===== src/rtl/regfile_pkg.sv =====
// Shared register-file constants and the port-index width helper used by the
// write decoder and the register file itself.
package regfile_pkg;

  localparam int unsigned REGFILE_ADDR_WIDTH = 5;
  localparam int unsigned REGFILE_DEPTH      = 32;

  // Width of a port index; a single port still needs one bit of select.
  function automatic int unsigned piw(input int unsigned num_ports);
    if (num_ports <= 1) begin
      return 1;
    end
    return $clog2(num_ports);
  endfunction

endpackage


===== src/rtl/regfile_write_decoder_onehot_decode.sv =====
// Combinational address decoder: one-hot DEPTH vector when enabled, zero otherwise.
module onehot_decode
  import regfile_pkg::*;
#(
  parameter  int unsigned ADDR_WIDTH = REGFILE_ADDR_WIDTH,
  localparam int unsigned DEPTH      = 2 ** ADDR_WIDTH
) (
  input  logic                  en,
  input  logic [ADDR_WIDTH-1:0] addr,
  output logic [DEPTH-1:0]      onehot
);

  always_comb begin
    onehot = '0;
    if (en) begin
      onehot[addr] = 1'b1;
    end
  end

endmodule


===== src/rtl/regfile_write_decoder.sv =====
// Registered multi-port write decoder: per-register write enable and winning
// source port, fixed last-port-wins priority, collision flag and saturating count.
module regfile_write_decoder
  import regfile_pkg::*;
#(
  parameter  int unsigned ADDR_WIDTH  = REGFILE_ADDR_WIDTH,
  parameter  int unsigned NUM_PORTS   = 2,
  parameter  bit          ZERO_REG_EN = 1'b1,
  parameter  int unsigned CNT_WIDTH   = 8,
  localparam int unsigned DEPTH       = 2 ** ADDR_WIDTH,
  localparam int unsigned PIW         = piw(NUM_PORTS)
) (
  input  logic                            clock,
  input  logic                            ctrl_reset,
  input  logic                            ctrl_stall,
  input  logic [NUM_PORTS-1:0]            ctrl_writeEnable,
  input  logic [NUM_PORTS*ADDR_WIDTH-1:0] ctrl_writeReg,
  output logic [DEPTH-1:0]                decode_we,
  output logic [DEPTH*PIW-1:0]            decode_src,
  output logic                            conflict,
  output logic [CNT_WIDTH-1:0]            conflict_count
);

  logic [NUM_PORTS-1:0]  live;
  logic [ADDR_WIDTH-1:0] port_addr [NUM_PORTS];
  logic [DEPTH-1:0]      port_hot  [NUM_PORTS];

  logic [DEPTH-1:0]     scan_we;
  logic [DEPTH*PIW-1:0] scan_src;
  logic                 collide;

  logic [DEPTH-1:0]     decode_we_d,      decode_we_q;
  logic [DEPTH*PIW-1:0] decode_src_d,     decode_src_q;
  logic                 conflict_d,       conflict_q;
  logic [CNT_WIDTH-1:0] conflict_count_d, conflict_count_q;

  // A port writing register 0 is treated exactly like a disabled port when
  // register 0 is hardwired, so it can neither win nor collide.
  for (genvar p = 0; p < NUM_PORTS; p++) begin : g_port
    assign port_addr[p] = ctrl_writeReg[p*ADDR_WIDTH +: ADDR_WIDTH];
    assign live[p]      = ctrl_writeEnable[p] &
                          (!ZERO_REG_EN || (port_addr[p] != '0));

    onehot_decode #(
      .ADDR_WIDTH (ADDR_WIDTH)
    ) u_onehot_decode (
      .en     (live[p]),
      .addr   (port_addr[p]),
      .onehot (port_hot[p])
    );
  end

  // Scanning upward lets the highest-index live port overwrite the select.
  always_comb begin
    scan_we  = '0;
    scan_src = '0;
    for (int r = 0; r < DEPTH; r++) begin
      for (int p = 0; p < NUM_PORTS; p++) begin
        if (port_hot[p][r]) begin
          scan_we[r]                = 1'b1;
          scan_src[r*PIW +: PIW]    = PIW'(p);
        end
      end
    end
  end

  always_comb begin
    collide = 1'b0;
    for (int p = 0; p < NUM_PORTS; p++) begin
      for (int q = p + 1; q < NUM_PORTS; q++) begin
        if (live[p] && live[q] && (port_addr[p] == port_addr[q])) begin
          collide = 1'b1;
        end
      end
    end
  end

  always_comb begin
    decode_we_d      = decode_we_q;
    decode_src_d     = decode_src_q;
    conflict_d       = conflict_q;
    conflict_count_d = conflict_count_q;
    if (!ctrl_stall) begin
      decode_we_d  = scan_we;
      decode_src_d = scan_src;
      conflict_d   = collide;
      if (collide && (conflict_count_q != {CNT_WIDTH{1'b1}})) begin
        conflict_count_d = conflict_count_q + CNT_WIDTH'(1);
      end
    end
  end

  always_ff @(posedge clock) begin
    if (ctrl_reset) begin
      decode_we_q      <= '0;
      decode_src_q     <= '0;
      conflict_q       <= 1'b0;
      conflict_count_q <= '0;
    end else begin
      decode_we_q      <= decode_we_d;
      decode_src_q     <= decode_src_d;
      conflict_q       <= conflict_d;
      conflict_count_q <= conflict_count_d;
    end
  end

  assign decode_we      = decode_we_q;
  assign decode_src     = decode_src_q;
  assign conflict       = conflict_q;
  assign conflict_count = conflict_count_q;

endmodule


===== config.mk =====
export PLATFORM = sky130hd
export DESIGN_NAME = regfile_write_decoder
export DESIGN_NICKNAME = d
export VERILOG_FILES = /design/src/rtl/regfile_pkg.sv /design/src/rtl/regfile_write_decoder_onehot_decode.sv /design/src/rtl/regfile_write_decoder.sv
export SDC_FILE = /design/constraint.sdc
export NUM_CORES = 1
export LEC_CHECK = 0
export ABC_AREA = 1
export CORE_MARGIN = 3
export CORE_UTILIZATION = 60
export CTS_CLUSTER_DIAMETER = 150
export DETAILED_ROUTE_END_ITERATION = 6
export DONT_BUFFER_PORTS = 1
export PLACE_DENSITY = 0.76
export SYNTH_ARGS = -nofsm -noshare
export SYNTH_HDL_FRONTEND = slang
export SYNTH_SLANG_ARGS = --single-unit

===== constraint.sdc =====
create_clock -name clock -period 1.88 [get_ports clock]
set_input_delay 0.376 -clock clock [delete_from_list [all_inputs] [get_ports clock]]
set_output_delay 0.376 -clock clock [all_outputs]
set_load 0.05 [all_outputs]

=== Word level (Yosys, flattened, before mapping) ===
Cells that the tools add are included.

* Bits of input ports: 15
* Output and inout port bits: 73
* Register bits: 73
* Logic and storage cells: 125

* Add/subtract/negate cells: 1
* $lt $le $gt $ge: 4
* Reductions and logical operators: 8
* Bitwise gates (word level): 3
* Eq/ne operators: 2
* Muxes and demuxes: 103

{| class="wikitable"
|+ Operators with widths
! cell !! number
|-
| 1-bit 2-to-1 mux || 99
|-
| 32-bit 2-to-1 mux || 2
|-
| 5-bit by 6-bit < comparator with 1-bit output (second input constant) || 2
|-
| 1-bit demux with 5-bit select || 2
|-
| 5-bit by 1-bit >= comparator with 1-bit output (second input constant) || 2
|-
| 5-bit nonzero test || 2
|-
| 8-bit by 1-bit adder with 8-bit output (second input constant) || 1
|-
| 8-bit != test (second input constant) || 1
|-
| 5-bit equality test || 1
|-
| 1-bit logical AND || 5
|-
| 1-bit bitwise AND || 2
|-
| 2-bit AND reduction || 1
|-
| 1-bit NOT || 1
|}

=== Depth between registers and ports, before layout ===
Gate-level depths: netlist (run 1).

* Word-level depth: 7
* Depth in mapped cells: 11
* Gate-level depth less buffers: 10

=== Cells and area by module ===
A second synthesis (run 1) with hierarchy kept.

* Cells, all modules: 493
* Area total of the unflattened synthesis: 3293.2 um^2

{| class="wikitable"
|+ Modules (own cells, without submodules)
! module !! instances !! area an instance (um^2) !! seq. area each (um^2) !! cells an instance
|-
| regfile_write_decoder || 1 || 2892.8 || 1461.4 || 393
|-
| onehot_decode || 2 || 200.2 || 0.0 || 50
|}

=== Least setup slack after synthesis (run 1) ===
No wires, ideal clock.

* Path type: register to register
* From: register conflict_count_q[0] (netlist: conflict_count[0])
* To: register conflict_count_q[3] (netlist: conflict_count[3])
* Period minus slack after synthesis: 1927 ps
* Slack: -47 ps
* Arrival: 1802 ps
* Stages on the path, launching flop included: 9
* Cell sequence: dfxtp_1 -> ha_1 -> nand3_1 -> nor2_1 -> nand3_1 -> nand3_4 -> nand2_1 -> nand2_1 -> nor2_2

* Longest elaborated chain between the ends: 3

{| class="wikitable"
|+ RTL lines
! element !! line !! text
|-
| from (decl) || regfile_write_decoder.sv:35 || <nowiki>logic [CNT_WIDTH-1:0] conflict_count_d, conflict_count_q;</nowiki>
|-
| from (signal assigned) || regfile_write_decoder.sv:103 || <nowiki>conflict_count_q <= conflict_count_d;</nowiki>
|-
| branches (longest 3 deep; another with 8-bit by 1-bit adder with 8-bit output) || - ||
|}

Several ways; the timed one is not identified.
A chain may end at the register's enable or synchronous reset.

=== Final worst setup path (run 1) ===
* From: register conflict_count_q[0] (netlist: conflict_count[0])
* To: register conflict_count_q[1] (netlist: conflict_count[1])

Same word-level chain as after synthesis.

==> impl_results.md, run 1 <==
* Outcome: finished clean
* Count leader, synth: nand2_1
* RSZ-0062 raised after global routing: false
* Yosys warnings at 0
* Max VDD drop at approximately 0.55 mV
* Critical-path cell list: ha_1 > nand3_1 > nor2_1 > nand3_1 > nand3_4 > nand2_1 > nand2_1 > nor2_2
* Resize count post-CTS at 0
* Syn Nets at 470
* Initial antenna violation count at 0
* Worst Hold Path EP: decode_we[11]
* Synthesized cell area at around 3200 sq um
* Yosys top cell area share at a little under half
* Final core occ at between 60% and 70%
* Post-Syn Area per Cell at slightly above 7 sq um
* Post-CTS Repair Setup Buffers at 0
* DRT Pass-1 Iters at 5
* Setup TNS at 0 ns
* Req. time, crit path at about 2.1 ns
* Finished Layout Cells at approximately 530
* Nets at between 400 and 500
* Die W at 79.5 microns
* Final Critical Period at approximately 1.6 ns
* Hold-fix buffers, CTS at 0
* WHS Path Cells at 1
* Total design power at 3.23 mW
* Vias in the first global route at 2883
* Initial Util at a little over three fifths
* Synth cell types at 34
* Htree depth at 3
* Tot GR Track Use at roughly 28%
* Total Wirelength at approximately 8500 microns
* Biggest area consumer among synthesized cells: dfxtp_1
* EDFF count, synth at 0
* WL/cell at ~16 microns
* Worst R2R Path Depth at 8
* Filler Cell Count at 444
* DR DRC count at 0
* N_diodes at 0
* Crit path capture type: flop
* Slew Viols, Final at 0
* Layout cells sized above 1 at around a tenth
* Clk buf depth at 2
* Clk slew on worst S/H paths at roughly 0.08 ns
* Die Footprint at ~6300 sq um
* Top cells by area, synth: dfxtp_1, nand2_1, nand3_1
* Slowest CP cell: dfxtp_2
* FP Rows at 26
* CORE AREA at roughly 5200 sq um
* Crit-path max FO at 7
* Largest net degree at the start of global routing at 64
* Worst r2r dst: conflict_count[1]
* Latest clock arrival within the worst-skew pair at between 0.3 and 0.4 ns
* Vias per cell at approximately 5.7
* Final ANT Viol Nets at 0
* Period utilization at between 80% and 90%
* Hold Path Class: in -> reg
* Synth-to-Final Area Change at 10.1%
* Crit Path Category: reg -> reg
* Root Buffer: clkbuf_8
* Asr flop ratio synth at 0%
* Critical path arrival at between 1.5 and 2 ns
* Worst Hold Launch: ctrl_reset
* Die H at around 80 microns
* Reg2reg setup slack at 0.27 ns
* Dpl hpwl at about 6000 microns
* First-pass GRT wire length at 13700 microns
* IO Count at a little under 90
* Synth cell count leaders: nand2_1, dfxtp_1, nand3_1
* Seq cells post-synth at 73
* # setup viols final at 0
* Clock sinks at between 70 and 80
* Final global-route overflow total at 0
* Final Wtd Congestion at slightly above 0.9
* PortBufs at 0
* TritonCTS clock tree: yes
* Least-Margin Pin Slew at between 0.6 and 0.7 ns
* Initial DRC count at 204
* Max-cap violations at 0
* Ys flop type: dfxtp_1
* Leak pwr at 1.54 nW
* Max stage delay on crit path at between 0.3 and 0.4 ns
* Pwr/cell area at ~900 nW/um^2
* Seq/Total Area, Yosys at a little under half
* Clk_skew at approximately 0.0045 ns
* Placed Instances at between 500 and 600
* CTS Buf Count at 9
* Total number of vias at about 3.1k
* Slew headroom at around 59%
* Startpoint type of the worst setup path: flop
* Achievable Freq at 621 MHz
* Mapped Cells at 454
* Final Hold Viols at 0
* Critical R2R Launch: conflict_count[0]
[per-stage QoR]
| step | area (sq um) | hold WS, ns | worst slack [ns] |
|---|---|---|---|
| floorplan | 3250 | 0.538 | 0.151 |
| global placement | 3340 | 0.446 | 0.386 |
| detailed placement | 3340 | 0.447 | 0.291 |
| CTS | 3570 | 0.0798 | 0.279 |
| global route | 3570 | 0.0742 | 0.113 |
| finish | 3570 | 0.0870 | 0.269 |
[state kept, by name (all words and copies together) (netlist names)]
register and flops:
decode_src 32, decode_we 32, conflict_count 8, conflict 1
[logic make-up after synthesis]
logic type      count (synthesis)  share of synthesized area, %
buf+inv                        68                          8.18
flops                          73                          45.1
fa+ha+maj                       1                         0.386
simple gates                  239                          33.2
compound gates                 69                          12.1
xor+xnor                        4                          1.08
[cell usage in the layout, fill, tap and decap left out, types with 2 or more instances in the layout]
cell | Yosys | layout
nand2_1 | 124 | 124
dfxtp_1 | 73 | 71
nand3_1 | 49 | 49
inv_1 | 42 | 42
nor2_1 | 34 | 34
a21oi_1 | 29 | 29
o21ai_0 | 15 | 15
buf_4 | 1 | 13
nand4_1 | 12 | 12
a31oi_1 | 11 | 11
clkbuf_8 | 0 | 10
o211ai_1 | 9 | 9
nor3_1 | 7 | 7
inv_2 | 4 | 4
nor2_2 | 3 | 3
xor2_1 | 3 | 3
nand2_2 | 2 | 2
o21ai_1 | 2 | 2
bufinv_16 | 0 | 2
dfxtp_2 | 0 | 2
[cell type report]
class	count	area [sq um]	area share [%]
clock buffers	10	138	3.86
clock inverters	6	90.1	2.52
inverters	47	176	4.94
multi-input cells	313	1520	42.5
flip-flops and latches	73	1460	41.0
well taps	70	87.6	2.45
repair buffers	13	97.6	2.73
[metal layers]
layer / vias up / track usage, % / routed length, microns / part of all wire, %
met5: - / 0 / 0 / 0
met1: 1394 / 33.7 / 3490 / 41
li1: 1496 / - / - / -
met4: 0 / 12.0 / 230 / 2.7
met3: 24 / 9.82 / 878 / 10
met2: 138 / 43.7 / 3860 / 46
[critical path, delay by kind of cell (launching register included)]
kind	cells	cell delay [ns]
simple gates	7	0.98
flops	1	0.33
fa+ha+maj	1	0.20
[worst max-delay path by stage]
stage / to / slack (ns) / startpoint
6_report: conflict_count[1] / 0.27 / conflict_count[0]
5_1_grt: conflict_count[5] / 0.11 / conflict_count[0]
4_1_cts: conflict_count[1] / 0.28 / conflict_count[0]
3_5_place_dp: conflict_count[1] / 0.29 / conflict_count[0]
3_3_place_gp: conflict_count[1] / 0.39 / conflict_count[0]
2_1_floorplan: conflict_count[3] / 0.15 / conflict_count[4]
[power by group]
part / switching, mW / total (mW) / internal [mW]
Sequential: 0.101 / 1.67 / 1.57
Clock: 0.592 / 1.38 / 0.788
Combinational: 0.126 / 0.182 / 0.0556
Total: 0.820 / 3.23 / 2.41
No activity file was read; power rests on OpenSTA's default activity.
==> run 2: changes to the inputs <==
Settings changed: GPL_TIMING_DRIVEN set to 0, SYNTH_HIERARCHICAL set to 1.
==> impl_results.md, run 2 <==
* PortBufs at 0 (unchanged)
* Reg2reg setup slack at 0.21 ns (-0.06 ns)
* Slew Viols, Final at 0 (unchanged)
* TritonCTS clock tree: yes
* Vias per cell at 5.45 (-4.9%)
* Synth cell types at 21 (-38%)
* Critical path arrival at 1.91 ns (+0.06 ns)
* Nets at 520 (+9.9%)
* Leak pwr at 1.49 nW (-3.3%)
* Least-Margin Pin Slew at 0.634 ns (+0.0227 ns)
* Mapped Cells at 493 (+8.6%)
* RSZ-0062 raised after global routing: false
* Most common cell after layout, fill and taps aside: nor2_1
* Finished Layout Cells at 579 (+8.8%)
* Synth cell count leaders: nor2_1, dfxtp_1, o21ai_0
* Crit-path max FO at 9 (+2)
* Die H at 80.1 microns (+0.71%)
* Initial antenna violation count at 0 (unchanged)
* Asr flop ratio synth at 0% (unchanged)
* CORE AREA at 5200 sq um (+0.63%)
* EDFF count, synth at 0 (unchanged)
* Initial DRC count at 206 (+0.98%)
* Total Wirelength at 8500 microns (+0.50%)
* Outcome: finished clean
* Most frequent cells in the layout: nor2_1, dfxtp_1, o21ai_0
* # setup viols final at 0 (unchanged)
* Pwr/cell area at 957 nW/um^2 (+5.6%)
* Setup ws final at 0.211 ns (-0.0578 ns)
* Clk buf depth at 2 (unchanged)
* Final Hold Viols at 0 (unchanged)
* Clk_skew at 0.00653 ns (+0.00199 ns)
* Die W at 80.1 microns (+0.71%)
* Dpl ws at -0.0328 ns (-0.324 ns)
* Startpoint type of the worst setup path: flop
* Post-synthesis compound-gate area fraction at 10.0% (-2.0 points)
* Min Hold Slack at 0.0987 ns (+0.0117 ns)
* Final global-route overflow total at 0 (unchanged)
* Ys flop type: dfxtp_1
* Slowest CP cell: dfxtp_1
* Most frequent cell on the critical path: nand2_1
* Post-Place Cell Area at 3380 sq um (+1.2%)
* Hold Path Class: in -> reg
* First-pass GRT wire length at 13700 microns (+0.55%)
* DR DRC count at 0 (unchanged)
* Max stage delay on crit path at 0.70 ns (+0.37 ns)
* Latest clock arrival within the worst-skew pair at 0.34 ns (about the same)
* CTS Buf Count at 9 (unchanged)
* Crit Path Category: reg -> reg
* Largest family of logic cells by synthesized area: simple AND/OR/NAND/NOR gates
* Post-synthesis mux area share at 0% (unchanged)
* Adder-cell share of the synthesized area at 0.380% (-0.0059 points)
* Yosys warnings at 6 (+6)
* Dpl hpwl at 6480 microns (+7.7%)
* WL/cell at 14.7 microns (-7.7%)
* Tot GR Track Use at 27.6% (about the same)
* Max-cap violations at 0 (unchanged)
* Biggest area consumer among synthesized cells: dfxtp_1
* Layout cells sized above 1 at 6.09% (-4.1 points)
* Die Footprint at 6410 sq um (+1.4%)
* Post-Syn Area per Cell at 6.68 sq um (-6.5%)
* Total number of vias at 3158 (+3.5%)
* Hold-fix buffers, CTS at 0 (unchanged)
* Post-CTS Repair Setup Buffers at 0 (unchanged)
* Design area at 3600 sq um (+0.74%)
* Clock sinks at 73 (unchanged)
* Placed Instances at 563 (+9.1%)
* Largest net degree at the start of global routing at 13 (-80%)
* Vias in the first global route at 2964 (+2.8%)
* Critical-path cell list: inv_1 > nor2_1 > nand2_1 > nand3_4 > nand2_1 > nand2_1 > nor2_1
* N_diodes at 0 (unchanged)
* Post-synthesis xor/xnor area fraction at 1.33% (+0.25 points)
* Seq/Total Area, Yosys at 44.4% (-0.68 points)
* Count leader, synth: nor2_1
* Crit path capture type: flop
* Req. time, crit path at 2.12 ns (about the same)
* Syn Nets at 509 (+8.3%)
* Final Wtd Congestion at 0.880 (-4.5%)
* Htree depth at 3 (unchanged)
* Simple logic cell fraction of the synthesized area at 37.2% (+4.0 points)
* Filler Cell Count at 478 (+7.7%)
* DRT Pass-1 Iters at 5 (unchanged)
* Synthesized cell area at 3290 sq um (+1.5%)
* Achievable Freq at 599 MHz (-3.5%)
* Seq cells post-synth at 73 (unchanged)
* Slew headroom at 57.7% (-1.2 points)
* Root Buffer: clkbuf_8
* Yosys top cell area share at 44.4% (-0.68 points)
* FP Rows at 26 (unchanged)
* Final Critical Period at 1.67 ns (+0.0578 ns)
* Clk slew on worst S/H paths at 0.07 ns (about the same)
* Initial Util at 63.3% (+0.57 points)
* Final core occ at 69.1% (+0.073 points)
* Top cells by area, synth: dfxtp_1, nor2_1, o21ai_0
* Final ANT Viol Nets at 0 (unchanged)
* IO Count at 88 (unchanged)
* Max VDD drop at 0.739 mV (+34%)
* Period utilization at 88.8% (+3.1 points)
* Synth-to-Final Area Change at 9.19%
-- run 2: path summary, 6_finish.rpt --
kind,startpoint,to,cells after the start
max,conflict_count[3],conflict_count[5],7
min,ctrl_reset,conflict,1
max reg2reg,conflict_count[3],conflict_count[5],7
min reg2reg,conflict_count[1],conflict_count[1],4
-- run 2: critical path: cells and delay by family (launching register included) --
| kind | cells | cell delay, ns |
|---|---|---|
| flip-flops | 1 | 0.70 |
| AND/OR/NAND/NOR | 6 | 0.74 |
| buffers and inverters | 1 | 0.13 |
-- run 2: cell families (layout without fill, tap and decap cells) --
group           after synthesis  count (layout)
compound gates               66              66
xor+xnor                      5               5
fa+ha+maj                     1               1
buf+inv                      54              70
flops                        73              73
simple gates                294             294
-- run 2: repair_timing --
item / in CTS / in global routing
gates cloned: 0 / 0
gates resized for setup: 2 / 3
setup endpoints to repair: 5 / 6
-- run 2: area by class of cell --
type	count	area [sq um]	share of cell area, %
clock buffers	12	155	4.31
inverters	33	125	3.48
plain buffers	21	93.8	2.61
flip-flops and latches	73	1470	40.9
multi-input cells	366	1610	44.9
well taps	70	87.6	2.44
clock inverters	4	51.3	1.43
-- run 2: stage by stage --
step / setup TNS (ns) / power, mW
after floorplan: 0 / 2.16
after global placement: 0 / 2.22
after detailed placement: -0.0859 / 2.23
after CTS: 0 / 3.46
after global routing: 0 / 3.58
final: 0 / 3.44
-- run 2: metal layers --
| layer | global-route usage, % | wire [microns] | vias up |
|---|---|---|---|
| li1 | - | - | 1607 |
| met1 | 34.7 | 3670 | 1385 |
| met2 | 43.7 | 3710 | 155 |
| met3 | 11.2 | 993 | 11 |
| met4 | 7.77 | 127 | 0 |
| met5 | 0 | 0 | - |
-- run 2: power breakdown --
part	internal, mW	leakage, nW	switching (mW)
combinational	0.0952	0.783	0.196
clock	0.686	0.103	0.557
sequential	1.61	0.602	0.293
